File: config.mk
export PLATFORM = sky130hd
export DESIGN_NAME = midi_voice_parser
export DESIGN_NICKNAME = d
export VERILOG_FILES = /design/src/rtl/midi_voice_parser.sv
export SDC_FILE = /design/constraint.sdc
export NUM_CORES = 1
export LEC_CHECK = 0
export CAP_MARGIN = 30
export CORE_UTILIZATION = 41
export CTS_BUF_LIST = sky130_fd_sc_hd__clkbuf_4
export CTS_CLUSTER_DIAMETER = 60
export DETAILED_ROUTE_END_ITERATION = 10
export PLACE_DENSITY = 0.77
export SLEW_MARGIN = 20
export SYNTH_ARGS = -nofsm -noshare
export SYNTH_HDL_FRONTEND = slang
export SYNTH_SLANG_ARGS = --single-unit
File: constraint.sdc
create_clock -name clk_i -period 5.6 [get_ports clk_i]
set_clock_uncertainty 0.2 [all_clocks]
set_input_delay 1.12 -clock clk_i [delete_from_list [all_inputs] [get_ports clk_i]]
set_output_delay 1.12 -clock clk_i [all_outputs]
set_load 0.1 [all_outputs]
File: src/rtl/midi_voice_parser.sv
// MIDI channel-voice parser: turns a received byte stream into registered
// note-on/note-off events, with running status, channel masking and a drop counter.
module midi_voice_parser #(
    parameter logic [15:0] CHANNEL_MASK  = 16'h0001,
    parameter bit          VEL0_IS_OFF   = 1'b1,
    parameter int          DROP_CNT_BITS = 8
) (
    input  logic                     clk_i,
    input  logic                     rst_i,
    input  logic                     midiByteValid_i,
    input  logic [7:0]               midiByte_i,
    output logic [6:0]               note_o,
    output logic [6:0]               velocity_o,
    output logic [3:0]               channel_o,
    output logic                     noteOnStrb_o,
    output logic                     noteOffStrb_o,
    output logic [DROP_CNT_BITS-1:0] dropCnt_o
);

    typedef enum logic [1:0] {IDLE, WAIT1, WAIT2, SYSX} state_t;

    localparam logic [DROP_CNT_BITS-1:0] DROP_ONE = DROP_CNT_BITS'(1);
    localparam logic [DROP_CNT_BITS-1:0] DROP_MAX = '1;

    state_t                   state_reg, state_next;
    logic [7:0]               run_status_reg, run_status_next;
    logic                     run_valid_reg, run_valid_next;
    logic [6:0]               data1_reg, data1_next;
    logic [6:0]               note_reg, note_next;
    logic [6:0]               vel_reg, vel_next;
    logic [3:0]               chan_reg, chan_next;
    logic                     on_reg, on_next;
    logic                     off_reg, off_next;
    logic [DROP_CNT_BITS-1:0] drop_reg, drop_next;

    logic       is_realtime, is_syscommon, is_status;
    logic [3:0] status_hi;
    logic       two_data_msg, note_msg, chan_accept;

    assign is_realtime  = (midiByte_i[7:3] == 5'b11111);
    assign is_syscommon = (midiByte_i[7:3] == 5'b11110);
    assign is_status    = midiByte_i[7] && (midiByte_i[7:4] != 4'hF);

    assign status_hi    = run_status_reg[7:4];
    // Program change and channel pressure carry one data byte; the rest carry two.
    assign two_data_msg = (status_hi != 4'hC) && (status_hi != 4'hD);
    assign note_msg     = (status_hi == 4'h8) || (status_hi == 4'h9);
    assign chan_accept  = CHANNEL_MASK[run_status_reg[3:0]];

    always_ff @(posedge clk_i) begin
        if (rst_i) begin
            state_reg      <= IDLE;
            run_status_reg <= '0;
            run_valid_reg  <= 1'b0;
            data1_reg      <= '0;
            note_reg       <= '0;
            vel_reg        <= '0;
            chan_reg       <= '0;
            on_reg         <= 1'b0;
            off_reg        <= 1'b0;
            drop_reg       <= '0;
        end else begin
            state_reg      <= state_next;
            run_status_reg <= run_status_next;
            run_valid_reg  <= run_valid_next;
            data1_reg      <= data1_next;
            note_reg       <= note_next;
            vel_reg        <= vel_next;
            chan_reg       <= chan_next;
            on_reg         <= on_next;
            off_reg        <= off_next;
            drop_reg       <= drop_next;
        end
    end

    always_comb begin
        state_next      = state_reg;
        run_status_next = run_status_reg;
        run_valid_next  = run_valid_reg;
        data1_next      = data1_reg;
        note_next       = note_reg;
        vel_next        = vel_reg;
        chan_next       = chan_reg;
        on_next         = 1'b0;
        off_next        = 1'b0;
        drop_next       = drop_reg;

        if (midiByteValid_i && !is_realtime) begin
            if (is_status) begin
                run_status_next = midiByte_i;
                run_valid_next  = 1'b1;
                state_next      = WAIT1;
            end else if (is_syscommon) begin
                run_valid_next = 1'b0;
                state_next     = SYSX;
            end else if (state_reg == SYSX) begin
                state_next = SYSX;
            end else if (state_reg == IDLE || !run_valid_reg) begin
                if (drop_reg != DROP_MAX) begin
                    drop_next = drop_reg + DROP_ONE;
                end
            end else if (state_reg == WAIT1) begin
                if (two_data_msg) begin
                    data1_next = midiByte_i[6:0];
                    state_next = WAIT2;
                end
            end else begin
                state_next = WAIT1;
                if (note_msg && chan_accept) begin
                    note_next = data1_reg;
                    vel_next  = midiByte_i[6:0];
                    chan_next = run_status_reg[3:0];
                    if (status_hi == 4'h8 || (VEL0_IS_OFF && midiByte_i[6:0] == 7'd0)) begin
                        off_next = 1'b1;
                    end else begin
                        on_next = 1'b1;
                    end
                end
            end
        end
    end

    assign note_o        = note_reg;
    assign velocity_o    = vel_reg;
    assign channel_o     = chan_reg;
    assign noteOnStrb_o  = on_reg;
    assign noteOffStrb_o = off_reg;
    assign dropCnt_o     = drop_reg;

endmodule

==> results.py, run 1 <==
metrics = {
    "outcome": {
        "outcome": "finished, final reports clean",
    },
    "yosys": {
        "synth_most_common_cell": "dfxtp_1",
        "yosysWarnings": 0,
        "syn_avg_cell_area_um2": 9.51,
        "ys_types": 43,
        "synth_flop_cell": "dfxtp_1",
        "synth-simple-area-share": 0.206,
        "synth.area.mux_share": 0.147,
        "mappedNetlistArea_um2": 1920,
        "synth_seq_area_share": 0.490,
        "synth_top_area_frac": 0.490,
        "async_flop_share": 0,
        "synth_compound_area_frac": 0.0984,
        "synth_top_family_by_area": "simple AND/OR/NAND/NOR gates",
        "synth_nets": 214,
        "synth-xor-area-share": 0.00456,
        "synth_seq_cells": 47,
        "ys_top_cells_by_area": "dfxtp_1 (49%), mux2i_1 (14%), nor2_1 (6.4%), nand2_1 (3.9%), a21oi_1 (2.9%)",
        "yosysTopAreaCell": "dfxtp_1",
        "synth-edff-count": 0,
        "synthCells": 202,
        "synth_fa_ha_area_frac": 0.0124,
        "synth_common_cells": "dfxtp_1 (47), nor2_1 (33), mux2i_1 (26)",
    },
    "placement": {
        "io_buffers": 38,
        "gp_congestion": 0.873,
        "pre_cts_slack_ns": 2.05,
        "dp_cells": 283,
        "dp_hpwl_mm": 2.73,
    },
    "cts": {
        "worstSkewPairLatency_ns": 0.36,
        "h-tree-depth": 2,
        "cts_tree": "yes",
        "clockBufferDepth": 2,
        "post_cts_resized": 0,
        "path_clk_slew_ns": 0.13,
        "cts_root_buffer": "clkbuf_4",
        "numCtsBuffers": 5,
        "post_cts_buffers": 0,
        "hold_buffers": 0,
        "clkSinkCount": 47,
    },
    "power": {
        "power_mw": 0.643,
        "peakVddDrop_uv": 126,
        "cellPowerDensity_nw_per_um2": 263,
        "p_leak_nw": 1.00,
    },
    "critical_path": {
        "crit_path_end_kind": "primary output",
        "endpoint": "dropCnt_o[5]",
        "r2r_cells": 5,
        "crit_start": "dropCnt_o[5]",
        "cp.depth": 1,
        "crit_type": "register to primary output",
        "r2r_slack_ns": 3.39,
        "rr_endpoint": "channel_o[3]",
        "required_ns": 4.28,
        "max_stage_delay_ns": 1.17,
        "cp_max_fo": 7,
        "worstPathArrival_ns": 1.98,
        "critPathBufInv": 1,
        "crit_slowest_cell": "clkdlybuf4s50_1",
        "crit_path_start_kind": "register",
        "cp_cell_sequence": "clkdlybuf4s50_1",
        "r2r_start": "state_reg[1]",
        "path_delay_family": "buffers and inverters",
    },
    "sta": {
        "finalSetupViolCount": 0,
        "tns_ns": 0,
        "slew-limit-headroom": 0.348,
        "slew_viol_final": 0,
        "fin_crit_ns": 3.30,
        "worst_slew_pin_slew_ns": 0.975,
        "hold_viol": 0,
        "post-route-period-util": 0.588,
        "fin_ws_ns": 2.30,
        "fmax_mhz": 303,
        "rsz0062_at_grt": "false",
    },
    "global_route": {
        "grt.total_usage": 0.166,
        "grt_max_degree": 26,
        "antenna_found_initial": 0,
        "grt_pass1_vias": 1366,
        "grt-ovfl-total": 0,
        "grt_pass1_wl_mm": 6.42,
    },
    "finish": {
        "antennaDiodeCount": 0,
        "drive_gt1_frac": 0.0795,
        "fillCellCount": 395,
        "fin_nets": 250,
        "final_cells": 291,
        "area_delta_synth_final_pct": 27.2,
    },
    "routing": {
        "drt_iter0_drc": 113,
        "via_per_inst": 5.27,
        "drc_errors": 0,
        "via_count": 1533,
        "wl_per_cell_um": 13.1,
        "wirelength_mm": 3.81,
        "dr.pass1.iters": 4,
        "ant_nets": 0,
    },
    "flow_run": {
        "drv_cap": 0,
    },
    "floorplan": {
        "rows": 24,
        "die-area_um2": 4960,
        "core_area_um2": 4410,
        "start_util": 0.435,
        "fp.dieW_um": 70.4,
        "num_io_pins": 39,
        "die_y_um": 70.4,
    },
    "hold_path": {
        "holdCritPathClass": "register to register",
    },
}
==> worst min-delay path by stage <==
stage | startpoint | to | slack (ns) | cells past startpoint
after floorplan | run_status_reg[4] | noteOnStrb_o | 0.23 | 2
after global placement | run_status_reg[4] | run_status_reg[4] | 0.24 | 2
after detailed placement | run_status_reg[4] | run_status_reg[4] | 0.25 | 2
after CTS | run_status_reg[5] | run_status_reg[5] | 0.27 | 2
after global routing | run_status_reg[4] | noteOnStrb_o | 0.30 | 2
final | run_status_reg[4] | noteOnStrb_o | 0.27 | 2
==> placed cells by master (no fill, tap or decap), types with 4 or more instances in the layout <==
cell type / synthesis / final
dfxtp_1: 47 / 47
clkdlybuf4s50_1: 0 / 38
nor2_1: 33 / 33
mux2i_1: 26 / 26
nand2_1: 20 / 20
a21oi_1: 11 / 11
clkbuf_4: 0 / 6
o21ai_0: 5 / 5
nand3_1: 4 / 4
inv_1: 4 / 4
==> cells by family (layout without fill, tap and decap cells) <==
logic type	Yosys count	after routing
compound gates	28	28
xor+xnor	1	1
fa+ha+maj	2	2
buf+inv	15	52
flops	47	47
mux	28	28
simple gates	81	81
==> power breakdown <==
| part | internal, mW | switching, mW |
|---|---|---|
| Sequential | 0.340 | 0.00572 |
| Combinational | 0.0181 | 0.0286 |
| Clock | 0.144 | 0.106 |
| Total | 0.503 | 0.140 |
==> worst min-delay path: stages, from the launching register on <==
cell     delay [ns]
dfxtp_1        0.33
o41ai_1        0.07
nor3_1         0.04
==> cell type report <==
cell class                      instances  area [um^2]  share of cell area
Clock buffer                            6         45.0              0.0184
Clock inverter                          2         60.1              0.0246
Inverter                                4         15.0             0.00614
Multi-Input combinational cell        140          915               0.374
Sequential cell                        47          941               0.385
Tap cell                               52         65.1              0.0266
Timing Repair Buffer                   40          403               0.165
==> per-layer routing <==
metal  track usage  up-vias  routed length, um
met2         0.237       42               1720
met4        0.0889        0                 90
met1         0.230      712               1830
met5             0        -                  0
li1              -      770                  -
met3        0.0390        9                175
==> through the flow <==
stage               hold slack [ns]  utilization  instance area [um^2]
global placement              0.243        0.524                  2310
finish                        0.266        0.554                  2440
CTS                           0.270        0.554                  2440
global route                  0.298        0.554                  2440
detailed placement            0.251        0.530                  2340
floorplan                     0.235            -                  1920
No activity file was read; power rests on OpenSTA's default activity.
==> inputs of run 2 (changes only) <==
clock period = 3.4 ns   (was 5.6 ns; I/O delays follow)
==> run 2 against run 1 <==
Via count unchanged. Sequential share of layout area up 1.8 points. Cell count up 1.0%. Routed wire length down 1.0%. Critical path type is now primary input to register.
==> results.py, run 2 (synthesized netlist as in run 1, its figures left out) <==
metrics = {
    "routing": {
        "drc_errors": 0,
        "drt_iter0_drc": 149,
        "wirelength_mm": 3.77,
        "wl_per_cell_um": 12.8,
        "via_per_inst": 5.21,
        "ant_nets": 0,
        "via_count": 1533,
        "dr.pass1.iters": 4,
    },
    "critical_path": {
        "worstPathArrival_ns": 2.41,
        "required_ns": 3.43,
        "cp_max_fo": 20,
        "crit_path_start_kind": "primary input",
        "crit_type": "primary input to register",
        "crit_path_end_kind": "register",
        "r2r_cells": 4,
    },
    "finish": {
        "drive_gt1_frac": 0.207,
        "fin_nets": 253,
        "final_cell_mix": "dfxtp_1 (47), nor2_1 (33), buf_4 (33)",
        "antennaDiodeCount": 0,
        "final_common_cell": "dfxtp_1",
        "fillCellCount": 418,
        "post-route-util": 0.529,
        "area_delta_synth_final_pct": 21.7,
        "finalInstanceArea_um2": 2340,
    },
    "sta": {
        "finalSetupViolCount": 0,
        "worst_slew_pin_slew_ns": 0.638,
        "fmax_mhz": 421,
        "tns_ns": 0,
        "rsz0062_at_grt": "false",
        "hold_viol": 0,
        "fin_crit_ns": 2.38,
        "hold_ws_ns": 0.274,
        "slew_viol_final": 0,
        "slew-limit-headroom": 0.573,
        "post-route-period-util": 0.699,
    },
    "cts": {
        "path_clk_slew_ns": 0.14,
        "numCtsBuffers": 5,
        "clockBufferDepth": 2,
        "cts_root_buffer": "clkbuf_4",
        "cts_tree": "yes",
        "clkSinkCount": 47,
        "post_cts_buffers": 0,
        "h-tree-depth": 2,
        "post_cts_resized": 0,
        "hold_buffers": 0,
        "worstSkewPairLatency_ns": 0.36,
    },
    "placement": {
        "io_buffers": 38,
        "gp_congestion": 0.908,
        "placed_cell_area_um2": 2270,
        "dp_hpwl_mm": 2.68,
    },
    "power": {
        "peakVddDrop_uv": 257,
        "cellPowerDensity_nw_per_um2": 392,
        "p_leak_nw": 1.04,
    },
    "floorplan": {
        "die_y_um": 70.4,
        "start_util": 0.435,
        "num_io_pins": 39,
        "rows": 24,
        "core_area_um2": 4410,
        "die-area_um2": 4960,
        "fp.dieW_um": 70.4,
    },
    "outcome": {
        "outcome": "finished, final reports clean",
    },
    "global_route": {
        "grt.total_usage": 0.158,
        "grt-ovfl-total": 0,
        "antenna_found_initial": 0,
        "grt_pass1_wl_mm": 6.21,
        "grt_max_degree": 21,
        "grt_pass1_vias": 1387,
    },
    "flow_run": {
        "drv_cap": 0,
    },
    "hold_path": {
        "min_path_cells": 2,
        "holdCritPathClass": "register to register",
    },
}
run 2: worst paths after layout:
check / start / to / slack (ns)
worst min-delay path: run_status_reg[5] / run_status_reg[5] / 0.27
worst max register to register: state_reg[0] / dropCnt_o[5] / 1.40
worst max-delay path: midiByte_i[7] / velocity_o[6] / 1.02
worst min register to register: run_status_reg[5] / run_status_reg[5] / 0.27
run 2: stage by stage:
| stage | worst slack (ns) | cells | power, mW |
|---|---|---|---|
| after floorplan | 1.00 | 202 | 0.629 |
| after global placement | 0.678 | 286 | 0.659 |
| after detailed placement | 0.631 | 286 | 0.660 |
| after CTS | 1.03 | 294 | 0.929 |
| after global routing | 0.965 | 294 | 0.962 |
| final | 1.02 | 294 | 0.917 |
run 2: cell type report:
type | instances | area, um^2 | area share
multi-input cells | 140 | 906 | 0.388
inverters | 4 | 15.0 | 0.00642
well taps | 52 | 65.1 | 0.0278
flip-flops and latches | 47 | 941 | 0.403
clock inverters | 3 | 25.0 | 0.0107
repair buffers | 43 | 348 | 0.149
clock buffers | 5 | 37.5 | 0.0161
run 2: power by group:
group          switching [mW]  internal, mW  leakage, nW
clock network           0.186        0.0832       0.0314
registers             0.00925         0.561        0.380
logic                  0.0469        0.0306        0.627
run 2: critical path: stages:
cell and delay [ns]:
clkdlybuf4s50_1 0.52, nand2b_4 0.21, or4_1 0.51, buf_4 0.25, mux2i_1 0.18, nor2_1 0.05
run 2: routing by layer:
layer | GRT usage | routed length (um) | vias up
met3 | 0.0433 | 198 | 2
met4 | 0.0733 | 34 | 0
met5 | 0 | 0 | -
met2 | 0.228 | 1680 | 39
met1 | 0.218 | 1850 | 712
li1 | - | - | 780
==> inputs of run 3 (changes only) <==
PLACE_DENSITY = 0.8   (was 0.77)
clock period = 2 ns   (was 3.4 ns; I/O delays follow)
==> run 3 against run 2 <==
Routed wire length up 18%. Clock power grew to 2.6 times the previous value. Total power up 100%. Critical endpoint is now note_o[4]. Flip-flop and latch count did not move. First-iteration DRC count is 20% higher. Die area is the same. Critical path depth unchanged. Register-to-register slack worse by 1.3 ns. Utilization up 12 points.
==> results.py, run 3 (synthesized netlist as in run 1, its figures left out) <==
metrics = {
    "sta": {
        "slew-limit-headroom": 0.636,
        "hold_viol": 0,
        "post-route-period-util": 0.979,
        "fmax_mhz": 511,
        "worst_slew_pin_slew_ns": 0.545,
        "rsz0062_at_grt": "false",
        "tns_ns": 0,
        "slew_viol_final": 0,
        "finalSetupViolCount": 0,
        "fin_crit_ns": 1.96,
    },
    "routing": {
        "via_count": 1612,
        "drt_iter0_drc": 179,
        "wl_per_cell_um": 14.4,
        "via_per_inst": 5.20,
        "dr.pass1.iters": 4,
        "drc_errors": 0,
        "wirelength_mm": 4.46,
        "ant_nets": 0,
    },
    "critical_path": {
        "required_ns": 2.05,
        "cp_max_fo": 20,
        "crit_path_start_kind": "primary input",
        "worstPathArrival_ns": 2.01,
        "crit_path_end_kind": "register",
        "crit_type": "primary input to register",
    },
    "power": {
        "peakVddDrop_uv": 347,
        "p_leak_nw": 1.24,
        "cellPowerDensity_nw_per_um2": 634,
        "power_mw": 1.83,
    },
    "global_route": {
        "antenna_found_initial": 0,
        "grt_use_met2": 0.310,
        "grt.total_usage": 0.187,
        "use_met1": 0.241,
        "grt.busiest_layer": "met2",
        "grt_max_degree": 23,
        "grt-ovfl-total": 0,
        "use_met3": 0.0317,
        "grt_pass1_wl_mm": 7.30,
        "grt_pass1_vias": 1560,
    },
    "floorplan": {
        "core_area_um2": 4410,
        "fp.dieW_um": 70.4,
        "start_util": 0.435,
        "die_y_um": 70.4,
        "num_io_pins": 39,
        "die-area_um2": 4960,
        "rows": 24,
    },
    "cts": {
        "worstSkewPairLatency_ns": 0.35,
        "clkSinkCount": 47,
        "numCtsBuffers": 5,
        "post_cts_buffers": 0,
        "cts_root_buffer": "clkbuf_4",
        "path_clk_slew_ns": 0.13,
        "h-tree-depth": 2,
        "clockBufferDepth": 2,
        "hold_buffers": 0,
        "cts_tree": "yes",
    },
    "finish": {
        "fillCellCount": 323,
        "antennaDiodeCount": 0,
        "seqCellArea_um2": 957,
        "area_delta_synth_final_pct": 50.4,
        "drive_gt1_frac": 0.295,
        "finalInstanceArea_um2": 2890,
        "fin_nets": 269,
        "final_common_cell": "dfxtp_1",
        "final_cell_mix": "dfxtp_1 (38), nor2_1 (33), buf_12 (29)",
        "multi_input_area_um2": 912,
    },
    "placement": {
        "io_buffers": 38,
        "gp_congestion": 0.871,
        "dp_hpwl_mm": 3.21,
        "placed_cell_area_um2": 2770,
    },
    "hold_path": {
        "holdCritPathClass": "register to register",
    },
    "outcome": {
        "outcome": "finished, final reports clean",
    },
    "flow_run": {
        "drv_cap": 0,
    },
}
==> run 3: final cells by class <==
cell class / instances / share of cell area
multi-input cells: 140 / 0.316
repair buffers: 59 / 0.289
well taps: 52 / 0.0225
inverters: 4 / 0.00520
clock inverters: 2 / 0.0208
flip-flops and latches: 47 / 0.331
clock buffers: 6 / 0.0156
==> run 3: critical path, stage by stage <==
cell             delay [ns]
clkdlybuf4s50_1        0.44
nand2b_4               0.17
or4_1                  0.56
buf_12                 0.20
mux2i_1                0.18
nor2_1                 0.05
==> run 3: report_power, final <==
group	leakage (nW)	internal [mW]	switching [mW]
clock network	0.0559	0.404	0.289
logic	0.795	0.0786	0.0915
registers	0.385	0.953	0.0155
total	1.24	1.43	0.396
==> run 3: path summary, 6_finish.rpt <==
| path | startpoint | endpoint | slack, ns | cells after the start |
|---|---|---|---|---|
| worst max-delay path | midiByte_i[7] | note_o[4] | 0.04 | 6 |
| worst max register to register | dropCnt_o[0] | dropCnt_o[1] | 0.10 | 6 |
| worst min register to register | run_status_reg[5] | run_status_reg[5] | 0.28 | 2 |
| worst min-delay path | run_status_reg[5] | run_status_reg[5] | 0.28 | 2 |
==> run 3: what timing repair did <==
item                                   in CTS  in global routing
resized for setup                           0                  3
setup endpoints to repair                   0                  5
endpoints found under the hold margin       0                  0
==> run 3: layer usage <==
| metal | vias to the layer above | wire length (um) |
|---|---|---|
| met4 | 0 | 77 |
| met1 | 757 | 2070 |
| li1 | 808 | - |
| met2 | 38 | 2180 |
| met5 | - | 0 |
| met3 | 9 | 131 |
==> run 3: through the flow <==
stage	std cells	hold slack (ns)	util	worst slack, ns
floorplan	202	0.235	-	0.0122
global placement	302	0.245	0.628	-0.314
detailed placement	302	0.262	0.628	-0.340
CTS	310	0.280	0.652	0.0414
global route	310	0.298	0.654	0.00498
finish	310	0.282	0.654	0.0416
